<file path="config.mk">
export PLATFORM = sky130hd
export DESIGN_NAME = gerador_eco
export DESIGN_NICKNAME = d
export VERILOG_FILES = /design/src/rtl/gerador_eco_pkg.sv /design/src/rtl/contador_bcd_3digitos_dec.sv /design/src/rtl/gerador_eco.sv
export SDC_FILE = /design/constraint.sdc
export NUM_CORES = 1
export LEC_CHECK = 0
export BUFFER_PORTS_ARGS = -buffer_cell sky130_fd_sc_hd__buf_2
export CAP_MARGIN = 10
export CORE_ASPECT_RATIO = 1.5
export CORE_MARGIN = 1
export CORE_UTILIZATION = 31
export DETAILED_ROUTE_END_ITERATION = 6
export PLACE_DENSITY = 0.57
export SLEW_MARGIN = 10
export SYNTH_ARGS = -nofsm -noshare
export SYNTH_HDL_FRONTEND = slang
export SYNTH_SLANG_ARGS = --single-unit
</file>
<file path="constraint.sdc">
create_clock -name clock -period 2.5 [get_ports clock]
set_input_delay 0.25 -clock clock [delete_from_list [all_inputs] [get_ports clock]]
set_output_delay 0.25 -clock clock [all_outputs]
set_load 0.1 [all_outputs]
</file>
<file path="src/rtl/gerador_eco_pkg.sv">
// Shared definitions for the ultrasonic echo emulator: state codes, default
// timing parameters and the distance validity test.
package gerador_eco_pkg;

    localparam int R_PADRAO        = 10;
    localparam int TRIG_MIN_PADRAO = 500;
    localparam int ATRASO_PADRAO   = 1000;

    typedef enum logic [3:0] {
        ST_INICIAL = 4'd0,
        ST_ESPERA  = 4'd1,
        ST_ATRASO  = 4'd2,
        ST_ECO     = 4'd3,
        ST_FIM     = 4'd4,
        ST_ERRO    = 4'd5
    } estado_t;

    // A distance is rejected if any digit is not BCD or the distance is zero.
    function automatic logic bcd_invalido(input logic [3:0] d2,
                                          input logic [3:0] d1,
                                          input logic [3:0] d0);
        return (d2 > 4'd9) || (d1 > 4'd9) || (d0 > 4'd9) ||
               ({d2, d1, d0} == 12'h000);
    endfunction

endpackage

</file>
<file path="src/rtl/contador_bcd_3digitos_dec.sv">
// Loadable three-digit BCD down counter with borrow; holds at 000.
module contador_bcd_3digitos_dec
    import gerador_eco_pkg::*;
(
    input  logic       clock,
    input  logic       reset,
    input  logic       carrega,
    input  logic       decrementa,
    input  logic [3:0] d2,
    input  logic [3:0] d1,
    input  logic [3:0] d0,
    output logic [3:0] q2,
    output logic [3:0] q1,
    output logic [3:0] q0,
    output logic       zero
);

    logic [11:0] carga;
    logic [11:0] valor;
    logic [2:0]  emprestimo;

    assign carga         = {d2, d1, d0};
    assign zero          = (valor == 12'h000);
    assign emprestimo[0] = decrementa & ~zero;

    genvar gi;
    generate
        for (gi = 0; gi < 3; gi++) begin : g_digito
            logic [3:0] dig_q;

            // A digit at 0 that is decremented wraps to 9 and borrows upward.
            if (gi < 2) begin : g_borrow
                assign emprestimo[gi+1] = emprestimo[gi] & (dig_q == 4'd0);
            end

            always_ff @(posedge clock) begin
                if (!reset) begin
                    dig_q <= 4'd0;
                end else if (carrega) begin
                    dig_q <= carga[gi*4 +: 4];
                end else if (emprestimo[gi]) begin
                    dig_q <= (dig_q == 4'd0) ? 4'd9 : dig_q - 4'd1;
                end
            end

            assign valor[gi*4 +: 4] = dig_q;
        end
    endgenerate

    assign q2 = valor[11:8];
    assign q1 = valor[7:4];
    assign q0 = valor[3:0];

endmodule

</file>
<file path="src/rtl/gerador_eco.sv">
// Ultrasonic sensor emulator: after a valid trigger pulse, waits ATRASO clocks
// and then produces an echo pulse D*R clocks wide for the latched BCD distance.
module gerador_eco
    import gerador_eco_pkg::*;
#(
    parameter int R        = R_PADRAO,
    parameter int N        = 4,
    parameter int TRIG_MIN = TRIG_MIN_PADRAO,
    parameter int ATRASO   = ATRASO_PADRAO
) (
    input  logic       clock,
    input  logic       reset,
    input  logic       trigger,
    input  logic [3:0] digito2,
    input  logic [3:0] digito1,
    input  logic [3:0] digito0,
    output logic       echo,
    output logic       pronto,
    output logic       erro,
    output logic [3:0] db_estado
);

    localparam int TW = $clog2(TRIG_MIN + 1);
    localparam int AW = $clog2(ATRASO + 1);

    estado_t       estado_q;
    logic [TW-1:0] trig_cnt_q;
    logic [AW-1:0] atr_cnt_q;
    logic [N-1:0]  tick_q;
    logic          echo_q;
    logic          pronto_q;
    logic          erro_q;

    logic          carrega;
    logic          tick_fim;
    logic          dec;
    logic          ultimo;
    logic          zero;
    logic [3:0]    q2, q1, q0;

    // The count saturates at TRIG_MIN, so equality means "wide enough".
    assign carrega  = (estado_q == ST_ESPERA) && !trigger &&
                      (trig_cnt_q == TW'(TRIG_MIN));
    assign tick_fim = (tick_q == N'(R - 1));
    assign dec      = (estado_q == ST_ECO) && tick_fim;
    assign ultimo   = ({q2, q1, q0} == 12'h001);

    contador_bcd_3digitos_dec u_contador (
        .clock      (clock),
        .reset      (reset),
        .carrega    (carrega),
        .decrementa (dec),
        .d2         (digito2),
        .d1         (digito1),
        .d0         (digito0),
        .q2         (q2),
        .q1         (q1),
        .q0         (q0),
        .zero       (zero)
    );

    always_ff @(posedge clock) begin
        if (!reset) begin
            estado_q   <= ST_INICIAL;
            trig_cnt_q <= '0;
            atr_cnt_q  <= '0;
            tick_q     <= '0;
            echo_q     <= 1'b0;
            erro_q     <= 1'b0;
            pronto_q   <= 1'b1;
        end else begin
            echo_q   <= 1'b0;
            erro_q   <= 1'b0;
            pronto_q <= 1'b0;
            case (estado_q)
                ST_INICIAL: begin
                    trig_cnt_q <= '0;
                    estado_q   <= ST_ESPERA;
                    pronto_q   <= 1'b1;
                end
                ST_ESPERA: begin
                    pronto_q <= !carrega;
                    if (trigger) begin
                        if (trig_cnt_q < TW'(TRIG_MIN))
                            trig_cnt_q <= trig_cnt_q + TW'(1);
                    end else begin
                        trig_cnt_q <= '0;
                        if (carrega) begin
                            atr_cnt_q <= '0;
                            if (bcd_invalido(digito2, digito1, digito0)) begin
                                estado_q <= ST_ERRO;
                                erro_q   <= 1'b1;
                            end else begin
                                estado_q <= ST_ATRASO;
                            end
                        end
                    end
                end
                ST_ATRASO: begin
                    if (atr_cnt_q == AW'(ATRASO - 1)) begin
                        estado_q <= ST_ECO;
                        echo_q   <= 1'b1;
                        tick_q   <= '0;
                    end else begin
                        atr_cnt_q <= atr_cnt_q + AW'(1);
                    end
                end
                ST_ECO: begin
                    // One BCD decrement per R clocks; the tick reaching 000 ends the pulse.
                    if (tick_fim) begin
                        tick_q <= '0;
                        if (ultimo || zero)
                            estado_q <= ST_FIM;
                        else
                            echo_q <= 1'b1;
                    end else begin
                        tick_q <= tick_q + N'(1);
                        echo_q <= 1'b1;
                    end
                end
                ST_FIM, ST_ERRO: begin
                    estado_q <= ST_INICIAL;
                    pronto_q <= 1'b1;
                end
                default: begin
                    estado_q <= ST_INICIAL;
                    pronto_q <= 1'b1;
                end
            endcase
        end
    end

    assign echo      = echo_q;
    assign pronto    = pronto_q;
    assign erro      = erro_q;
    assign db_estado = estado_q;

endmodule

</file>
# Word-level counts from Yosys, hierarchy flattened
# Cells that the tools add are included.
[word_totals]
output_inout_bits = 7
regBits = 42
[op_classes]
n_reduce_logical = 27
n_eq_ne = 14
n_lt_le_gt_ge = 4
n_mux = 32
add_sub_neg = 6
bitwise = 7
[op_table]
columns = ["operator", "n"]
rows = [
  ["$mux 4", 16],
  ["$mux 10", 3],
  ["$logic_not 12->1", 2],
  ["$pmux 10 s2", 1],
  ["$mux 9", 2],
  ["$pmux 9 s2", 1],
  ["$logic_not 4->1", 4],
  ["$pmux 4 s4", 1],
  ["$eq 12x1->1 const B", 1],
  ["$gt 4x4->1 const B", 3],
  ["$reduce_bool 2->1", 6],
  ["$sub 4x1->4 const B", 3],
  ["$add 10x1->10 const B", 1],
  ["$eq 10x10->1 const B", 1],
  ["$ne 2x2->1 const B", 5],
  ["$add 9x1->9 const B", 1],
  ["$eq 9x9->1 const B", 1],
  ["$lt 9x9->1 const B", 1],
  ["$eq 4x2->1 const B", 2],
  ["$pmux 4 s2", 1],
  ["$reduce_and 5->1", 1],
  ["$add 4x1->4 const B", 1],
  ["$eq 4x1->1 const B", 1],
  ["$eq 4x4->1 const B", 1],
  ["other kinds (14)", 30],
]

# Longest topological paths before layout
# Gate-level depths: netlist of the first run.
[logic_depth]
depth_word = 8
ltp_mapped = 8
mapped_depth_nobuf = 7

# Modules after synthesis
# Synthesis of the first run repeated with hierarchy kept, for this count alone.
[unflattened]
cells_unflattened = 268
area_unflattened_um2 = 2249.7
[by_module_without_submodules]
columns = ["mod", "cells_each", "instances", "area_each_um2", "seq_area_each_um2"]
rows = [
  ["gerador_eco", 178, 1, 1549.0, 580.6],
  ["contador_bcd_3digitos_dec", 90, 1, 700.7, 240.2],
]

# Worst setup path after synthesis of the first run
# No wires, ideal clock.
[synth_path]
path_type = "register to register"
start = "reg estado_q[1], in the netlist db_estado[1]"
end = "reg u_contador.g_digito[2].dig_q[3], in the netlist u_contador.q2[3]"
n_path_buf = 1
path_slack_ns = -0.009
arrival_time_ns = 2.375
setup_time_ns = 0.134
path_stages_with_launch = 6
required_ns = 2.366
cell_sequence = "dfxtp_1 buf_2 nand3b_2 or4_4 o311ai_0 a21oi_1"
[synth_via]
elab_chain_cells = 6
[synth_rtl]
columns = ["element", "line_no", "text"]
rows = [
  ["from (decl)", "gerador_eco.sv:26", "estado_t estado_q;"],
  ["from (signal assigned)", "gerador_eco.sv:64", "estado_q <= ST_INICIAL;"],
  ["from (signal assigned)", "gerador_eco.sv:78", "estado_q <= ST_ESPERA;"],
  ["from (signal assigned)", "gerador_eco.sv:91", "estado_q <= ST_ERRO;"],
  ["$eq 4x2->1", "gerador_eco.sv:45", "assign dec = (estado_q == ST_ECO) && tick_fim;"],
  ["$logic_and 1x1->1", "gerador_eco.sv:45", ""],
  ["$and 1x1->1", "contador_bcd_3digitos_dec.sv:24", "assign emprestimo[0] = decrementa & ~zero;"],
  ["$and 1x1->1 (2 in series)", "contador_bcd_3digitos_dec.sv:33", "assign emprestimo[gi+1] = emprestimo[gi] & (dig_q == 4'd0);"],
  ["$reduce_bool 2->1 (no source line)", "--", ""],
  ["to (signal assigned)", "contador_bcd_3digitos_dec.sv:40", "dig_q <= carga[gi*4 +: 4];"],
  ["to (signal assigned)", "contador_bcd_3digitos_dec.sv:42", "dig_q <= (dig_q == 4'd0) ? 4'd9 : dig_q - 4'd1;"],
  ["to (decl)", "contador_bcd_3digitos_dec.sv:29", "logic [3:0] dig_q;"],
]
# Parallel ways exist; a longest one is shown, timed or not.
# A chain may end at the register's enable or synchronous reset.

# Final worst setup path of the first run
[layout_path]
start = "reg trig_cnt_q[0]"
end = "reg atr_cnt_q[9]"
[layout_via]
elab_chain_cells = 4
[layout_rtl]
columns = ["element", "line_no", "text"]
rows = [
  ["from (decl)", "gerador_eco.sv:27", "logic [TW-1:0] trig_cnt_q;"],
  ["from (signal assigned)", "gerador_eco.sv:85", "trig_cnt_q <= trig_cnt_q + TW'(1);"],
  ["$eq 9x9->1", "gerador_eco.sv:43", "(trig_cnt_q == TW'(TRIG_MIN));"],
  ["$logic_and 1x1->1", "gerador_eco.sv:42", "assign carrega = (estado_q == ST_ESPERA) && !trigger &&"],
  ["$ne 2x2->1 (no source line)", "--", ""],
  ["$reduce_and 4->1 (no source line)", "--", ""],
  ["to (signal assigned)", "gerador_eco.sv:105", "atr_cnt_q <= atr_cnt_q + AW'(1);"],
  ["to (decl)", "gerador_eco.sv:28", "logic [AW-1:0] atr_cnt_q;"],
]
# No other way between the ends.

==> results.ini, run 1 <==
[floorplanning]
top_level_ports = 22
die_height_um = 103.3
die-area_um2 = 7179
num_rows = 36
core-area_um2 = 6531
horizontal_die_dimension_um = 69.52
effective_utilization_at_floorplan_pct = 32.45

[power]
max-vdd-ir-drop_uv = 214.9
pwr_density_cell_nw_per_um2 = 488.0
power_w = 0.001172
p_leak_nw = 0.9045

[yosys]
synth_largest_type_area_fraction_pct = 38.72
post_synth_cell_types = 47
post_synth_instance_area_um2 = 2120
average_footprint_of_a_synthesized_cell_um2 = 8.279
post_synth_main_area_contributors = sky130_fd_sc_hd__dfxtp_1 39%, sky130_fd_sc_hd__nor2_1 5.8%, sky130_fd_sc_hd__o21ai_0 4.7%, sky130_fd_sc_hd__a21oi_1 4.0%, sky130_fd_sc_hd__xor2_1 3.3%
post_synth_most_frequent_cells = 41 x sky130_fd_sc_hd__dfxtp_1, 33 x sky130_fd_sc_hd__nor2_1, 20 x sky130_fd_sc_hd__o21ai_0
synthDominantAreaCellType = sky130_fd_sc_hd__dfxtp_1
syn-num-nets = 276
ys_warn_count = 0
netlist_instances = 256
yosysSeqAreaShare_pct = 38.72
ys_ff_latch = 41
async_flop_share_pct = 0
leading_cell_type_by_number_of_instances_after_synthesis = sky130_fd_sc_hd__dfxtp_1
synthFlopType = sky130_fd_sc_hd__dfxtp_1
synth_enable_flop_cells = 0

[global_routing]
grt_first_pass_wirelength_um = 8500
grt_overflow = 0
total_global_routing_track_utilization_pct = 14.75
largest_net_degree_at_the_start_of_global_routing = 22
grt_pass1_vias = 1866
grt_antenna_before_repair = 0

[timing]
fmaxAchievable_ghz = 0.4715
setup_viol_count_final = 0
hold-worst-slack_ps = 245.4
final_hold_viol_count = 0
final.min_clock_period_ps = 2121
final_slew_violations = 0
max-slew-margin-rel_pct = 53.66
min_period_over_period_pct = 84.84
fin_setup_tns_ps = 0
max_slew.worst_pin.slew_ps = 695.1
setup_repair_after_global_routing_missed_its_margin = no
fin_worst_skew_ps = 9.157

[clocking]
number_of_post_cts_setup_repair_buffers = 0
clk_transition_reported_paths_ps = 80
cts-buffers-inserted = 5
clock_sink_count = 41
h-tree-depth = 2
clk_root_buffer_cell = sky130_fd_sc_hd__clkbuf_8
cts_hold_buffers = 0
clk_path_buf_depth = 2
cts-resized-gates = 0
cts_tree = built
clk_latency_ps = 290

[worst_setup_path]
path_cells = inv_1, ha_1, nor4bb_1, and3_1, nand2b_1, nand2_1, nor2_1
critical-path-max-stage-delay_ps = 430
critPathBufInv = 1
worst-path-max-fanout = 21
worst_path_dominant_cell_family = simple AND/OR/NAND/NOR gates
worst_path_max_delay_cell = sky130_fd_sc_hd__nand2_1
worstSetupPathType = register to register
worst_setup_path_start_kind = register
critPathCaptureType = register
crit_arrival_ps = 2290
critical_path_required_ps = 2670

[place]
placement.io_buffers = 20
placer_congestion_estimate = 0.7891
hpwlAfterDp_um = 3671
placed_cell_area_um2 = 2321

[drt]
drt-wirelength-per-cell_um = 13.76
m1WireLength_um = 2128
met3_length_um = 147
drtPass1Iterations = 4
vias_per_cell = 5.397
drt_iter0_markers = 78
drt_drc_violations_left = 0
route.top_layer_used = met4
wl_met2_um = 2566
antenna_violating_nets_post_route = 0
vias = 1932
totalWireLength_um = 4927

[flow_run]
maxCapViolations = 0

[final_layout]
register_area_um2 = 822.0
multi_input_gate_area_in_the_final_layout_um2 = 1236
finish.net_count = 301
drive_gt1_share_pct = 15.60
final_core_utilization_pct = 36.76
syn2layout_area_growth_pct = 13.28
fillCellCount = 694
finalInstanceArea_um2 = 2401
num_antenna_cells = 0

[hold_path]
worst_hold_path_type = input port to register

[run_status]
run_status = finished, final reports clean

==> registers in the layout (all words and copies together), names as in the netlist <==
register	count
u_contador.q0	4
echo	1
erro	1
trig_cnt_q	9
u_contador.q2	4
u_contador.q1	4
db_estado	3
tick_q	4
pronto	1
atr_cnt_q	10
==> power breakdown <==
group,internal (W),switching (W)
Clock,0.000199,0.000222
Sequential,0.000657,0.00000703
Combinational,0.0000253,0.0000619
==> placed cells by master (no fill, tap or decap), types with 2 or more instances in the layout <==
| cell | instances |
|---|---|
| sky130_fd_sc_hd__inv_1 | 8 |
| sky130_fd_sc_hd__and3_1 | 9 |
| sky130_fd_sc_hd__nand4_1 | 7 |
| sky130_fd_sc_hd__xnor2_1 | 6 |
| sky130_fd_sc_hd__ha_1 | 5 |
| sky130_fd_sc_hd__dfxtp_1 | 40 |
| sky130_fd_sc_hd__nor2_1 | 33 |
| sky130_fd_sc_hd__or3_1 | 4 |
| sky130_fd_sc_hd__or2_2 | 3 |
| sky130_fd_sc_hd__xor2_1 | 8 |
| sky130_fd_sc_hd__nor4bb_1 | 2 |
| sky130_fd_sc_hd__nand2b_1 | 2 |
| sky130_fd_sc_hd__mux2i_1 | 3 |
| sky130_fd_sc_hd__o221a_2 | 2 |
| sky130_fd_sc_hd__nor2b_1 | 4 |
| sky130_fd_sc_hd__clkbuf_1 | 3 |
| sky130_fd_sc_hd__nor3b_2 | 2 |
| sky130_fd_sc_hd__nand3b_1 | 2 |
| sky130_fd_sc_hd__buf_4 | 5 |
| sky130_fd_sc_hd__nand2_1 | 18 |
| sky130_fd_sc_hd__nand4b_1 | 3 |
| sky130_fd_sc_hd__o211ai_1 | 3 |
| sky130_fd_sc_hd__a31oi_1 | 5 |
| sky130_fd_sc_hd__or4_1 | 5 |
| sky130_fd_sc_hd__clkbuf_8 | 5 |
| sky130_fd_sc_hd__buf_2 | 20 |
| sky130_fd_sc_hd__o21ai_0 | 20 |
| sky130_fd_sc_hd__o31ai_1 | 3 |
| sky130_fd_sc_hd__nor3_1 | 7 |
| sky130_fd_sc_hd__a21oi_1 | 17 |
| sky130_fd_sc_hd__and2_1 | 2 |
| sky130_fd_sc_hd__nor4_1 | 3 |
| sky130_fd_sc_hd__nand3_1 | 7 |
==> routing by layer <==
metal / global-route usage (%) / vias up
li1: - / 980
met1: 15.69 / 913
met2: 28.60 / 32
met3: 2.519 / 7
met4: 6.279 / 0
met5: 0 / -
==> worst min-delay path: cells and delay by family <==
kind | cells | cell delay (ps)
and+or+nand+nor | 1 | 60
buffers and inverters | 1 | 130
AOI/OAI and AO/OA | 1 | 50
==> area by class of cell <==
cell class / count / share of cell area [%]
Clock buffer: 8 / 3.335
Inverter: 8 / 1.251
Multi-Input combinational cell: 200 / 51.49
Sequential cell: 41 / 34.24
Tap cell: 76 / 3.960
Timing Repair Buffer: 25 / 5.732
==> metrics by stage <==
| stage | worst slack, ps | std cells |
|---|---|---|
| floorplan | 17.55 | 256 |
| global placement | 372.1 | 350 |
| detailed placement | 346.4 | 350 |
| CTS | 326.0 | 358 |
| global route | 106.1 | 358 |
| finish | 378.9 | 358 |
==> logic make-up (layout without fill, tap and decap cells) <==
family,after synthesis,after routing,share of synthesized area [%]
AO/OA/AOI/OAI,57,57,16.23
XOR/XNOR,14,14,5.785
adder cells (fa/ha/maj),5,5,2.952
buffers and inverters,15,41,2.952
flip-flops,41,41,38.73
multiplexers,4,4,1.948
other,1,1,0.1769
AND/OR/NAND/NOR,119,119,31.23
==> path summary, 6_finish.rpt <==
path                            slack (ps)                            end                        from  depth (start not counted)
worst max-delay path                   380      atr_cnt_q[9]$_SDFFE_PN0P_  trig_cnt_q[0]$_SDFFE_PN0P_                          7
worst min-delay path                   250  u_contador.q2[3]$_SDFFE_PN0P_                  digito2[3]                          3
worst max register to register         380      atr_cnt_q[9]$_SDFFE_PN0P_  trig_cnt_q[0]$_SDFFE_PN0P_                          7
worst min register to register         500         tick_q[3]$_SDFFE_PN0P_      tick_q[3]$_SDFFE_PN0P_                          2
(Power assumes the default switching activity.)
==> run 2: changes to the inputs <==
--- a/config.mk
+++ b/config.mk
@@ -5,13 +5,14 @@
 export SDC_FILE = /design/constraint.sdc
 export NUM_CORES = 1
 export LEC_CHECK = 0
+export ABC_AREA = 1
 export BUFFER_PORTS_ARGS = -buffer_cell sky130_fd_sc_hd__buf_2
 export CAP_MARGIN = 10
 export CORE_ASPECT_RATIO = 1.5
 export CORE_MARGIN = 1
 export CORE_UTILIZATION = 31
 export DETAILED_ROUTE_END_ITERATION = 6
-export PLACE_DENSITY = 0.57
+export PLACE_DENSITY = 0.58
 export SLEW_MARGIN = 10
 export SYNTH_ARGS = -nofsm -noshare
 export SYNTH_HDL_FRONTEND = slang
==> constraint.sdc (replaced) <==
create_clock -name clock -period 1.75 [get_ports clock]
set_input_delay 0.175 -clock clock [delete_from_list [all_inputs] [get_ports clock]]
set_output_delay 0.175 -clock clock [all_outputs]
set_load 0.1 [all_outputs]
==> run 2 against run 1 <==
Setup slack worse by 230 ps. Count of clock-buffer cells in the layout is 3 lower. Area after synthesis is 27% higher. Global-route usage is 0.62 points higher. Utilization hardly changed. Clock skew is 3.3 ps lower. Worst hold slack worse by 45 ps. Maximum frequency is 32% higher. Largest power group is now combinational logic. Highest routed layer unchanged.
==> results.ini, run 2 <==
[global_routing]
grt_antenna_before_repair = 0
largest_net_degree_at_the_start_of_global_routing = 19
total_global_routing_track_utilization_pct = 15.37
grt_overflow = 0
grt_pass1_vias = 2491
grt_first_pass_wirelength_um = 10930

[clocking]
h-tree-depth = 2
clk_transition_reported_paths_ps = 70
clk_root_buffer_cell = sky130_fd_sc_hd__clkbuf_16
cts-buffers-inserted = 5
clk_path_buf_depth = 2
clk_latency_ps = 290
clock_sink_count = 41
cts_tree = built

[final_layout]
most-common-layout-cells = 118 x sky130_fd_sc_hd__nand2_1, 52 x sky130_fd_sc_hd__inv_1, 51 x sky130_fd_sc_hd__nor2_1, 39 x sky130_fd_sc_hd__nand3_1, 37 x sky130_fd_sc_hd__dfxtp_1
syn2layout_area_growth_pct = 15.00
max_flop_register = atr_cnt_q
instances_no_fill = 554
drive_gt1_share_pct = 16.11
finalInstanceArea_um2 = 3089
fillCellCount = 937
num_antenna_cells = 0
reg.largest.list = atr_cnt_q: 10 flops, trig_cnt_q: 9 flops
final_common_cell = sky130_fd_sc_hd__nand2_1
finish.net_count = 466
largest_register_ff_count = 10

[drt]
antenna_violating_nets_post_route = 0
totalWireLength_um = 6506
drt_drc_violations_left = 0
drt-wirelength-per-cell_um = 11.74
drtPass1Iterations = 5
vias_per_cell = 4.787
vias = 2652
drt_iter0_markers = 143

[timing]
setup_viol_count_final = 0
final.min_clock_period_ps = 1604
final_hold_viol_count = 0
setup_repair_after_global_routing_missed_its_margin = no
fmaxAchievable_ghz = 0.6234
min_period_over_period_pct = 91.66
fin_setup_tns_ps = 0
hold-worst-slack_ps = 199.9
fin_worst_skew_ps = 5.898
final_slew_violations = 0

[worst_setup_path]
worst_path_dominant_cell_family = simple AND/OR/NAND/NOR gates
critPathMostFrequentCell = sky130_fd_sc_hd__nand2_1
worstSetupPathType = register to register
critical-path-max-stage-delay_ps = 400
crit_arrival_ps = 1790
critPathBufInv = 1
worst-path-max-fanout = 5
critPathCaptureType = register
critical_path_required_ps = 1930
path_cells = ha_1, nand3b_1, nor2_2, nand2_1, nand2_1, clkinv_2, nor3_1, nor2_1
worst_path_max_delay_cell = sky130_fd_sc_hd__dfxtp_1
worst_setup_path_start_kind = register

[flow_run]
maxCapViolations = 0

[place]
placed_cell_area_um2 = 2882
placer_congestion_estimate = 0.8423
placed_cells = 545
placement.io_buffers = 20
hpwlAfterDp_um = 4950

[floorplanning]
effective_utilization_at_floorplan_pct = 31.93
num_rows = 41
die-area_um2 = 9049
die_height_um = 116.0
top_level_ports = 22
horizontal_die_dimension_um = 78.01
core-area_um2 = 8413

[power]
power_w = 0.003748
max-vdd-ir-drop_uv = 844.0
pwr_density_cell_nw_per_um2 = 1213
p_leak_nw = 1.358

[yosys]
post_synth_instance_area_um2 = 2686
post_synth_most_frequent_cells = 118 x sky130_fd_sc_hd__nand2_1, 52 x sky130_fd_sc_hd__inv_1, 52 x sky130_fd_sc_hd__nor2_1
leading_cell_type_by_number_of_instances_after_synthesis = sky130_fd_sc_hd__nand2_1
synthDominantAreaCellType = sky130_fd_sc_hd__dfxtp_1
synth_largest_type_area_fraction_pct = 30.55
ys_warn_count = 0
netlist_instances = 422
ys_ff_latch = 41
post_synth_cell_types = 34
post_synth_main_area_contributors = sky130_fd_sc_hd__dfxtp_1 31%, sky130_fd_sc_hd__nand2_1 16%, sky130_fd_sc_hd__nand3_1 7.3%, sky130_fd_sc_hd__inv_1 7.3%, sky130_fd_sc_hd__nor2_1 7.3%
yosysSeqAreaShare_pct = 30.55
syn-num-nets = 442
average_footprint_of_a_synthesized_cell_um2 = 6.366
synthFlopType = sky130_fd_sc_hd__dfxtp_1
async_flop_share_pct = 0
synth_enable_flop_cells = 0

[hold_path]
worst_hold_path_type = input port to register

[run_status]
run_status = finished, final reports clean

-- run 2: logic make-up (layout without fill, tap and decap cells) --
logic type	count (synthesis)	count (layout)	share of synthesized area [%]
DFF	41	41	30.55
other	1	1	0.1396
and+or+nand+nor	250	250	43.60
AOI/OAI and AO/OA	56	56	11.04
adders and majority gates	5	5	2.329
xor gates and xnor gates	5	5	1.630
buffers and inverters	64	89	10.71
-- run 2: layer usage --
layer | vias to the layer above | routed length [um] | GRT usage (%)
met1 | 1200 | 2868 | 16.51
met4 | 0 | 123 | 7.284
li1 | 1388 | - | -
met2 | 51 | 3261 | 28.38
met3 | 13 | 252 | 3.465
met5 | - | 0 | 0
-- run 2: layout make-up --
class | instances | area, um2 | share of cell area (%)
clock buffers | 5 | 125.1 | 4.050
inverters | 56 | 215.2 | 6.966
well taps | 107 | 133.9 | 4.334
repair buffers | 25 | 137.6 | 4.455
flip-flops and latches | 41 | 825.8 | 26.73
multi-input cells | 317 | 1583 | 51.24
clock inverters | 3 | 68.82 | 2.228
-- run 2: where the power goes --
group	leakage, nW	internal (W)	switching, W	total, W
Clock	0.0944	0.000823	0.000411	0.00123
Combinational	0.930	0.000331	0.00106	0.00139
Sequential	0.333	0.00103	0.0000915	0.00113
-- run 2: path summary, 6_finish.rpt --
check	start	cells past startpoint	endpoint	slack, ps
max	tick_q[0]$_SDFFE_PN0P_	8	u_contador.q0[0]$_SDFFE_PN0P_	150
min	trigger	3	trig_cnt_q[1]$_SDFFE_PN0P_	200
max reg2reg	tick_q[0]$_SDFFE_PN0P_	8	u_contador.q0[0]$_SDFFE_PN0P_	150
min reg2reg	u_contador.q0[2]$_SDFFE_PN0P_	2	u_contador.q0[2]$_SDFFE_PN0P_	480
-- run 2: repair_timing --
action                                  4_1_cts  5_1_grt
gates resized for setup                       0        3
endpoints found under the hold margin         0        0
buffers inserted                              0        1
endpoints found under the setup margin        0       11
hold buffers                                  0        0
-- run 2: through the flow --
stage | setup WS (ps) | util (%)
floorplan | 35.86 | -
global placement | 157.4 | 34.25
detailed placement | 122.9 | 34.25
CTS | 103.3 | 36.56
global route | 1.251 | 36.72
finish | 146.0 | 36.72
-- run 2: worst min-delay path, delay by kind of cell --
| family | cells | cell delay (ps) |
|---|---|---|
| buffers and inverters | 1 | 130 |
| AOI/OAI and AO/OA | 1 | 60 |
| and+or+nand+nor | 1 | 80 |
==> run 3: changes to the inputs <==
--- a/config.mk
+++ b/config.mk
@@ -12,8 +12,9 @@
 export CORE_MARGIN = 1
 export CORE_UTILIZATION = 31
 export DETAILED_ROUTE_END_ITERATION = 6
-export PLACE_DENSITY = 0.58
+export PLACE_DENSITY = 0.59
 export SLEW_MARGIN = 10
 export SYNTH_ARGS = -nofsm -noshare
 export SYNTH_HDL_FRONTEND = slang
+export SYNTH_HIERARCHICAL = 1
 export SYNTH_SLANG_ARGS = --single-unit
==> run 3 against run 2 <==
The flow now finishes with violations (setup timing). Final cell count stayed put. Setup slack worse by 160 ps. Synthesized cell count is 4.3% lower. Flip-flop and latch count stayed put. Via count is 2.6% lower. Wire length is 7.2% lower. Critical path depth is 4 higher. Critical endpoint is now u_contador/q2[3]$_SDFFE_PN0P_. Largest cell class unchanged. Largest power group is now sequential cells.
==> results.ini, run 3 <==
[run_status]
run_status = finished with violations
violations = setup timing

[yosys]
synth_largest_type_area_fraction_pct = 32.72
post_synth_cell_types = 33
average_footprint_of_a_synthesized_cell_um2 = 6.210
ys_warn_count = 6
ys_ff_latch = 41
leading_cell_type_by_number_of_instances_after_synthesis = sky130_fd_sc_hd__nand2_1
post_synth_main_area_contributors = sky130_fd_sc_hd__dfxtp_1 33%, sky130_fd_sc_hd__nand2_1 16%, sky130_fd_sc_hd__nor2_1 11%, sky130_fd_sc_hd__inv_1 7.3%, sky130_fd_sc_hd__a21oi_1 5.8%
syn-num-nets = 424
netlist_instances = 404
synthDominantAreaCellType = sky130_fd_sc_hd__dfxtp_1
synthFlopType = sky130_fd_sc_hd__dfxtp_1
yosysSeqAreaShare_pct = 32.72
async_flop_share_pct = 0
post_synth_most_frequent_cells = 107 x sky130_fd_sc_hd__nand2_1, 74 x sky130_fd_sc_hd__nor2_1, 49 x sky130_fd_sc_hd__inv_1
post_synth_instance_area_um2 = 2509
synth_enable_flop_cells = 0

[place]
hpwlAfterDp_um = 4488
placed_cell_area_um2 = 2828
placer_congestion_estimate = 0.8441
placement.io_buffers = 20

[hold_path]
worst_hold_path.endpoint = trig_cnt_q[1]$_SDFFE_PN0P_
worstHoldPathCells = 3
worst_hold_path_type = input port to register
min_from = trigger

[drt]
wl_met2_um = 3133
m1WireLength_um = 2641
vias_per_cell = 4.664
totalWireLength_um = 6036
met3_length_um = 166
vias = 2584
drt_drc_violations_left = 0
route.top_layer_used = met4
antenna_violating_nets_post_route = 0
drtPass1Iterations = 4
drt_iter0_markers = 116
drt-wirelength-per-cell_um = 10.90

[global_routing]
grt_pass1_vias = 2355
grt_antenna_before_repair = 0
total_global_routing_track_utilization_pct = 15.61
grt_first_pass_wirelength_um = 10320
grt_overflow = 0
largest_net_degree_at_the_start_of_global_routing = 20

[final_layout]
register_area_um2 = 833.3
reg.largest.list = atr_cnt_q: 10 flops, trig_cnt_q: 9 flops
fillCellCount = 843
final_common_cell = sky130_fd_sc_hd__nand2_1
final_core_utilization_pct = 41.40
multi_input_gate_area_in_the_final_layout_um2 = 1540
largest_register_ff_count = 10
syn2layout_area_growth_pct = 27.23
num_antenna_cells = 0
max_flop_register = atr_cnt_q
finalInstanceArea_um2 = 3192
drive_gt1_share_pct = 21.24
finish.net_count = 471
most-common-layout-cells = 102 x sky130_fd_sc_hd__nand2_1, 69 x sky130_fd_sc_hd__nor2_1, 47 x sky130_fd_sc_hd__inv_1, 37 x sky130_fd_sc_hd__dfxtp_1, 28 x sky130_fd_sc_hd__a21oi_1

[worst_setup_path]
worstSetupPathType = register to register
critPathBufInv = 3
critical-path-max-stage-delay_ps = 320
critPathMostFrequentCell = sky130_fd_sc_hd__nand2_1
worst_path_max_delay_cell = sky130_fd_sc_hd__dfxtp_1
worst-r2r-cell-count = 12
register_to_register_setup_slack_ps = -20
destination_of_the_worst_register_to_register_timing_path = u_contador/q2[3]$_SDFFE_PN0P_
worst-path-max-fanout = 8
critPathCaptureType = register
regToRegStartpoint = trig_cnt_q[1]$_SDFFE_PN0P_
path_cells = inv_2, ha_4, nand2_2, nor2_1, nand2_1, nor3_4, clkinv_4, buf_8, o22ai_1, nand2_1, nand2_1, nor2_1
worst_setup_path_start_kind = register
critical_path_required_ps = 1930
crit_arrival_ps = 1950
worst_path_dominant_cell_family = simple AND/OR/NAND/NOR gates

[power]
seq_pwr_share_pct = 35.3
internal_power_w = 0.001952
pwr-share-clk_pct = 33.6
netSwitchingPower_w = 0.001098
comb_power_share_pct = 31.1
max-vdd-ir-drop_uv = 527.8
pwr_density_cell_nw_per_um2 = 955.7
p_leak_nw = 1.386
power.share.switching_pct = 36.00

[clocking]
clk_root_buffer_cell = sky130_fd_sc_hd__clkbuf_16
clk_transition_reported_paths_ps = 60
clk_path_buf_depth = 2
cts_hold_buffers = 0
h-tree-depth = 2
clock_sink_count = 41
cts-buffers-inserted = 5
cts_tree = built
clk_latency_ps = 280

[timing]
fmaxAchievable_ghz = 0.5659
layout_setup_ws_ps = -17.00
fin_worst_skew_ps = 2.930
final.min_clock_period_ps = 1767
final_slew_violations = 0
final_hold_viol_count = 0
setup_repair_after_global_routing_missed_its_margin = yes
setup_viol_count_final = 1
hold-worst-slack_ps = 231.7
min_period_over_period_pct = 101.0

[floorplanning]
effective_utilization_at_floorplan_pct = 32.54
top_level_ports = 22
die_height_um = 112.2
core-area_um2 = 7710
horizontal_die_dimension_um = 75.45
die-area_um2 = 8464
num_rows = 39

[flow_run]
maxCapViolations = 0

[run 3: changes by cell type after synthesis, moves of 4 or more]
cell / previous run / this run
sky130_fd_sc_hd__o21ai_1: 7 / 2
sky130_fd_sc_hd__nand2_1: 118 / 107
sky130_fd_sc_hd__nand3_1: 39 / 17
sky130_fd_sc_hd__nand3_2: 4 / 0
sky130_fd_sc_hd__or2_2: 0 / 4
sky130_fd_sc_hd__nor2_1: 52 / 74
sky130_fd_sc_hd__nand4_1: 5 / 10
sky130_fd_sc_hd__o21ai_0: 15 / 20
[run 3: layout make-up]
class	count	area share [%]
flip-flops and latches	41	26.11
inverters	52	6.311
clock buffers	8	5.253
multi-input cells	305	48.26
well taps	102	3.998
repair buffers	46	10.07
[run 3: layer usage]
metal  up-vias  track usage (%)
li1       1374                -
met1      1169            19.26
met2        33            26.90
met3         8            2.424
met4         0            5.185
met5         -                0
[run 3: per-stage QoR]
| step | worst slack (ps) | std cells | total power [W] | TNS, ps |
|---|---|---|---|---|
| 2_1_floorplan | 46.65 | 404 | 0.001746 | 0 |
| 3_3_place_gp | 56.62 | 535 | 0.001979 | 0 |
| 3_5_place_dp | 29.89 | 535 | 0.001989 | 0 |
| 4_1_cts | 11.57 | 543 | 0.003024 | 0 |
| 5_1_grt | -108.5 | 554 | 0.003234 | -876.0 |
| 6_report | -17.00 | 554 | 0.003050 | -17.00 |
[run 3: logic make-up after synthesis]
family / count (synthesis) / share of synthesized area, %
simple gates: 234 / 40.60
buf+inv: 58 / 9.327
compound gates: 57 / 11.92
flops: 41 / 32.72
xor+xnor: 8 / 2.793
fa+ha+maj: 5 / 2.494
other cells: 1 / 0.1495
[run 3: worst max path at each step]
stage,from,end,slack [ps],cells after the start
3_3_place_gp,trig_cnt_q[0]$_SDFFE_PN0P_,u_contador/q0[2]$_SDFFE_PN0P_,60,11
4_1_cts,trig_cnt_q[0]$_SDFFE_PN0P_,u_contador/q2[2]$_SDFFE_PN0P_,10,11
5_1_grt,trig_cnt_q[0]$_SDFFE_PN0P_,u_contador/q1[1]$_SDFFE_PN0P_,-110,12
2_1_floorplan,trig_cnt_q[0]$_SDFFE_PN0P_,u_contador/q2[3]$_SDFFE_PN0P_,50,12
3_5_place_dp,trig_cnt_q[0]$_SDFFE_PN0P_,u_contador/q2[2]$_SDFFE_PN0P_,30,11
6_report,trig_cnt_q[1]$_SDFFE_PN0P_,u_contador/q2[3]$_SDFFE_PN0P_,-20,12
[run 3: power by group through the flow]
stage / clock network (W) / logic [W] / registers [W]
after floorplan: 0 / 0.000453 / 0.00129
after global placement: 0 / 0.000887 / 0.00109
after detailed placement: 0 / 0.000899 / 0.00109
after CTS: 0.00105 / 0.000902 / 0.00107
after global routing: 0.00109 / 0.00105 / 0.00109
final: 0.00102 / 0.000950 / 0.00108
[run 3: worst register-to-register path, cell delays in order, from the launching register on]
cell and delay [ps]:
sky130_fd_sc_hd__dfxtp_1 320, sky130_fd_sc_hd__inv_2 70, sky130_fd_sc_hd__ha_4 130, sky130_fd_sc_hd__nand2_2 40, sky130_fd_sc_hd__nor2_1 90, sky130_fd_sc_hd__nand2_1 110, sky130_fd_sc_hd__nor3_4 240, sky130_fd_sc_hd__clkinv_4 150
sky130_fd_sc_hd__buf_8 170, sky130_fd_sc_hd__o22ai_1 170, sky130_fd_sc_hd__nand2_1 80, sky130_fd_sc_hd__nand2_1 60, sky130_fd_sc_hd__nor2_1 40
[run 3: timing repair]
| item | 4_1_cts | 5_1_grt |
|---|---|---|
| setup endpoints to repair | 0 | 19 |
| gates resized for setup | 0 | 38 |
| setup buffers | 0 | 11 |
